**src/rtl/hamming_secded_pipe.sv**
```systemverilog
`default_nettype none
// ============================================================================
// Module   : hamming_secded_pipe
// Purpose  : Two-stage pipelined SECDED Hamming decoder with valid/ready
//            handshakes on both sides and saturating error counters.
//            Stage 1 computes the raw syndrome and overall parity error;
//            stage 2 classifies the word, corrects single errors and extracts
//            the data bits into registered outputs.
// Ports    : clk, rst (async, active-low)
//            in_valid / in_ready / code_in[CODE_W]   - upstream handshake
//            out_valid / out_ready                   - downstream handshake
//            data_out[DATA_W], syndrome[PAR_W],
//            err_corr, err_uncorr                    - decode results
//            clr_cnt, corr_cnt[CNT_W], uncorr_cnt    - link monitor counters
// Revision : 1.0 - initial release
// ============================================================================
module hamming_secded_pipe #(
  parameter  int DATA_W = 4,
  parameter  int CNT_W  = 16,
  // Smallest P with 2^P >= DATA_W+P+1, valid for DATA_W in 2..57.
  localparam int PAR_W  = (DATA_W <= 4)  ? 3 :
                          (DATA_W <= 11) ? 4 :
                          (DATA_W <= 26) ? 5 : 6,
  localparam int CODE_W = DATA_W + PAR_W + 1
) (
  input  logic              clk,
  input  logic              rst,
  input  logic              in_valid,
  output logic              in_ready,
  input  logic [CODE_W-1:0] code_in,
  output logic              out_valid,
  input  logic              out_ready,
  output logic [DATA_W-1:0] data_out,
  output logic [PAR_W-1:0]  syndrome,
  output logic              err_corr,
  output logic              err_uncorr,
  input  logic              clr_cnt,
  output logic [CNT_W-1:0]  corr_cnt,
  output logic [CNT_W-1:0]  uncorr_cnt
);

  // XOR of the Hamming indices of every set bit at positions 1..CODE_W-1.
  function automatic logic [PAR_W-1:0] calc_syndrome(input logic [CODE_W-1:0] c);
    logic [PAR_W-1:0] s;
    s = '0;
    for (int pos = 1; pos < CODE_W; pos++) begin
      if (c[pos-1]) s = s ^ PAR_W'(pos);
    end
    return s;
  endfunction

  // Data bit k lives at the k-th non-power-of-two Hamming position.
  function automatic logic [DATA_W-1:0] extract_data(input logic [CODE_W-1:0] c);
    logic [DATA_W-1:0] d;
    int k;
    d = '0;
    k = 0;
    for (int pos = 1; pos < CODE_W; pos++) begin
      if ((pos & (pos - 1)) != 0) begin
        d[k] = c[pos-1];
        k++;
      end
    end
    return d;
  endfunction

  // Every register advances together; a stalled output freezes the pipe.
  logic en;
  assign en       = !out_valid || out_ready;
  assign in_ready = en;

  // --------------------------------------------------------------------------
  // Stage 1: syndrome and overall parity
  // --------------------------------------------------------------------------
  logic              s1_valid;
  logic [CODE_W-1:0] s1_code;
  logic [PAR_W-1:0]  s1_syn;
  logic              s1_pe;

  always_ff @(posedge clk or negedge rst) begin
    if (!rst) begin
      s1_valid <= 1'b0;
      s1_code  <= '0;
      s1_syn   <= '0;
      s1_pe    <= 1'b0;
    end else if (en) begin
      s1_valid <= in_valid;
      s1_code  <= code_in;
      s1_syn   <= calc_syndrome(code_in);
      s1_pe    <= ^code_in;
    end
  end

  // --------------------------------------------------------------------------
  // Stage 2: classify, correct, extract
  // --------------------------------------------------------------------------
  logic [CODE_W-1:0] fixed_code;
  logic              corr_nxt;
  logic              uncorr_nxt;

  always_comb begin
    fixed_code = s1_code;
    corr_nxt   = 1'b0;
    uncorr_nxt = 1'b0;
    if (s1_syn == '0) begin
      // Only the overall parity bit can be wrong; data is untouched.
      corr_nxt = s1_pe;
    end else if (int'(s1_syn) > CODE_W - 1) begin
      // Syndrome points outside the codeword: must be a multi-bit error.
      uncorr_nxt = 1'b1;
    end else if (s1_pe) begin
      corr_nxt = 1'b1;
      for (int pos = 1; pos < CODE_W; pos++) begin
        if (PAR_W'(pos) == s1_syn) fixed_code[pos-1] = ~s1_code[pos-1];
      end
    end else begin
      // Nonzero syndrome with even overall parity: double error.
      uncorr_nxt = 1'b1;
    end
  end

  always_ff @(posedge clk or negedge rst) begin
    if (!rst) begin
      out_valid  <= 1'b0;
      data_out   <= '0;
      syndrome   <= '0;
      err_corr   <= 1'b0;
      err_uncorr <= 1'b0;
    end else if (en) begin
      out_valid  <= s1_valid;
      data_out   <= extract_data(fixed_code);
      syndrome   <= s1_syn;
      err_corr   <= corr_nxt;
      err_uncorr <= uncorr_nxt;
    end
  end

  // --------------------------------------------------------------------------
  // Saturating error counters, updated on output transfer only
  // --------------------------------------------------------------------------
  logic xfer;
  assign xfer = out_valid && out_ready;

  always_ff @(posedge clk or negedge rst) begin
    if (!rst) begin
      corr_cnt   <= '0;
      uncorr_cnt <= '0;
    end else if (clr_cnt) begin
      corr_cnt   <= '0;
      uncorr_cnt <= '0;
    end else if (xfer) begin
      if (err_corr && (corr_cnt != '1))     corr_cnt   <= corr_cnt + CNT_W'(1);
      if (err_uncorr && (uncorr_cnt != '1)) uncorr_cnt <= uncorr_cnt + CNT_W'(1);
    end
  end

endmodule
`default_nettype wire

```
**config.mk**
```make
export PLATFORM = sky130hd
export DESIGN_NAME = hamming_secded_pipe
export DESIGN_NICKNAME = d
export VERILOG_FILES = /design/src/rtl/hamming_secded_pipe.sv
export SDC_FILE = /design/constraint.sdc
export NUM_CORES = 1
export LEC_CHECK = 0
export ABC_CLOCK_PERIOD_IN_PS = 2900
export BUFFER_PORTS_ARGS = -buffer_cell sky130_fd_sc_hd__buf_2
export CORE_ASPECT_RATIO = 0.5
export CORE_MARGIN = 1
export CORE_UTILIZATION = 40
export CTS_BUF_LIST = sky130_fd_sc_hd__clkbuf_2 sky130_fd_sc_hd__clkbuf_4 sky130_fd_sc_hd__clkbuf_8
export DETAILED_ROUTE_END_ITERATION = 6
export PLACE_DENSITY = 0.73
export SYNTH_ARGS = -nofsm -noshare
export SYNTH_HDL_FRONTEND = slang
export SYNTH_SLANG_ARGS = --single-unit
```
**constraint.sdc**
```tcl
create_clock -name clk -period 2.9 [get_ports clk]
set_input_delay 0.435 -clock clk [delete_from_list [all_inputs] [get_ports clk]]
set_output_delay 0.435 -clock clk [all_outputs]
set_load 0.02 [all_outputs]
```
==> flow_summary_export.csv <==
group,metric,value,unit
run_status,status,"finished clean",
sta,maxSlewHeadroom,42.9,%
critical_path,crit_path_max_fanout,7,
sta,rsz0062_at_grt,"no",
cts,cts_hold_buf,0,
sta,setup_tns,0,ps
critical_path,cp.arrival,2250,ps
cts,cts_setup_buffers,0,
drt,routed_wl,5820,um
sta,finalMaxSlewViolations,0,
power,switchingPower,0.503,mW
finish,final_common_cell,"buf_2",
floorplan,rows,20,
grt,grt_use_met3,3.05,%
sta,worst_pin_slew,857,ps
run,maxCapViolCount,0,
drt,antenna_left,0,
floorplan,start_util,42.6,%
drt,drc,0,
grt,grt_use_total,17.3,%
drt,dr.pass1.iters,4,
sta,finalCriticalPeriod,2050,ps
sta,final.setup_skew,5.09,ps
critical_path,worstSetupEndpointType,"flip-flop",
critical_path,cp-start-kind,"flip-flop",
placed_design,dp_hpwl,4240,um
drt,drtIter0Drc,184,
synthesis,synth_area_per_cell,9.26,sq um
power,vdd_drop_max,0.230,mV
critical_path,r2r_slack,850,ps
synthesis,synth_warnings,0,
cts,clk_path_buf_depth,2,
synthesis,syn_area,2670,sq um
finish,fin_cells,431,
power,p_leak,1.37,nW
drt,wl_per_cell,13.5,um
synthesis,synth_seq_cells,51,
cts,clock_latency,310,ps
grt,grt_pass1_vias,2127,
sta,max_freq,0.487,GHz
grt,met2_usage,31.1,%
sta,hold_viol,0,
sta,setup_viol,0,
synthesis,netlist_instances,288,
floorplan,fp.dieH,59.7,um
power,p_per_area,501,nW/um^2
hold_path,hold_path_class,"primary input to asynchronous set/reset pin",
drt,viasPerCell,5.35,
finish,nets,357,
floorplan,coreArea,6260,sq um
finish,syn_to_final_growth,17.5,%
drt,vias,2307,
power,combPwrFrac,19.1,%
grt,grt_busiest_layer,"met2",
cts,cts.sinks,51,
floorplan,io_pins,56,
synthesis,ys_types,33,
power,p_sw_share,32.0,%
floorplan,dieWidth,117,um
placed_design,placed_cells,423,
power,power_frac_clock,26.9,%
cts,cts_resized,0,
grt,grt_max_degree,40,
cts,clk_pin_slew,100,ps
power,cellInternalPower,1.07,mW
sta,fin_crit_sh,70.7,%
placed_design,gp_congestion,0.811,
cts,numCtsBuffers,5,
cts,cts_root_buf,"clkbuf_8",
synthesis,ys_seq_area_share,47.8,%
grt,grt_pass1_wl,9780,um
critical_path,path_class,"flip-flop to flip-flop",
cts,cts_max_level,2,
placed_design,io_buffers,55,
grt,gr-usage-met1,21.9,%
finish,final_cell_mix,"buf_2 (55), dfrtp_1 (51), nand2_1 (50)",
synthesis,synth_nets,303,
critical_path,worstPathRequired,3100,ps
grt,antenna_found_initial,0,
finish,final_layout_size_suffix_gt1_share,22.7,%
cts,cts_tree,"built",
power,p_seq_share,54.0,%
grt,grt_overflow_total,0,
finish,antenna_cells,0,
floorplan,die_area,7020,sq um
-- path summary, 6_finish.rpt --
kind | from | endpoint | depth (start not counted)
max reg2reg | corr_cnt[5] | corr_cnt[15] | 4
min | rst | corr_cnt[4] | 1
max in group asynchronous | rst | uncorr_cnt[11] | 2
min in group clk | in_valid | s1_valid | 3
max | corr_cnt[5] | corr_cnt[15] | 4
min reg2reg | syndrome[0] | syndrome[0] | 2
-- power by group through the flow --
stage	combinational, mW	sequential [mW]	clock (mW)
after floorplan	0.141	0.908	0
after global placement	0.297	0.859	0
after detailed placement	0.305	0.863	0
after CTS	0.306	0.848	0.432
after global routing	0.334	0.862	0.460
final	0.299	0.847	0.423
-- routing by layer --
layer  wire, um  part of all wire [%]
met1       2770                    48
met2       2840                    49
met3        177                   3.0
met4         25                  0.43
met5          0                     0
-- layout make-up --
cell class	instances	area, sq um
Fill cell	608	3120
Sequential cell	51	1280
Inverter	6	22.5
Clock buffer	5	68.8
Multi-Input combinational cell	218	1320
Clock inverter	3	25.0
Timing Repair Buffer	60	313
Tap cell	88	110
-- stage by stage --
step	hold slack, ps	total power [mW]	util [%]	cell area [sq um]	setup WS, ps
4_1_cts	256	1.59	50.1	3130	861
2_1_floorplan	139	1.05	-	2670	900
5_1_grt	280	1.66	50.1	3130	633
3_5_place_dp	451	1.17	48.6	3040	765
6_report	233	1.57	50.1	3130	849
3_3_place_gp	442	1.16	48.6	3040	832
-- critical path: stages, from the launching register on --
cell	delay, ps
dfrtp_1	450
nand4_1	160
or4_1	620
nor4b_1	330
mux2_2	380
-- sequential cells by signal (all words and copies together), names as in the netlist --
register / flops
corr_cnt: 16
data_out: 4
err_corr: 1
err_uncorr: 1
out_valid: 1
s1_code: 4
s1_pe: 1
s1_syn: 3
s1_valid: 1
syndrome: 3
uncorr_cnt: 16
-- synthesized netlist by cell type --
library cell  instances  area (sq um)
ha_1                  2          25.0
nor3_1                7          35.0
and3_1                1          6.26
nand4_1               9          56.3
nand4b_1              3          26.3
o21a_1                1          7.51
buf_2                 1          5.00
o21ai_0              12          60.1
dfrtp_1              51          1280
inv_1                 6          22.5
xor2_1                6          52.6
nand2b_1              1          6.26
nor2b_1              10          62.6
mux2_2                8          90.1
o311ai_0              3          26.3
or4_1                12          90.1
xnor2_1              11          96.3
nor4b_1               3          26.3
nor3b_1               1          7.51
nand2_1              50           188
or2_2                 2          12.5
and4_1                3          26.3
mux2i_1               2          20.0
nor2_1               15          56.3
nand3_1              11          55.1
o31a_1                1          8.76
a41oi_1               1          8.76
clkbuf_1             12          45.0
or3_1                 6          37.5
o41ai_1               3          26.3
a21oi_1              17          85.1
o31ai_1              11          82.6
nor4_1                6          37.5
-- kinds of logic (layout without fill, tap and decap cells) --
| logic type | after synthesis | in the layout | synth area share, % |
|---|---|---|---|
| and+or+nand+nor | 140 | 140 | 27.3 |
| DFF | 51 | 51 | 47.8 |
| AOI/OAI and AO/OA | 49 | 49 | 11.4 |
| buffers and inverters | 19 | 74 | 2.72 |
| xor gates and xnor gates | 17 | 17 | 5.58 |
| muxes | 10 | 10 | 4.13 |
| adders and majority gates | 2 | 2 | 0.938 |
(Power assumes the default switching activity.)
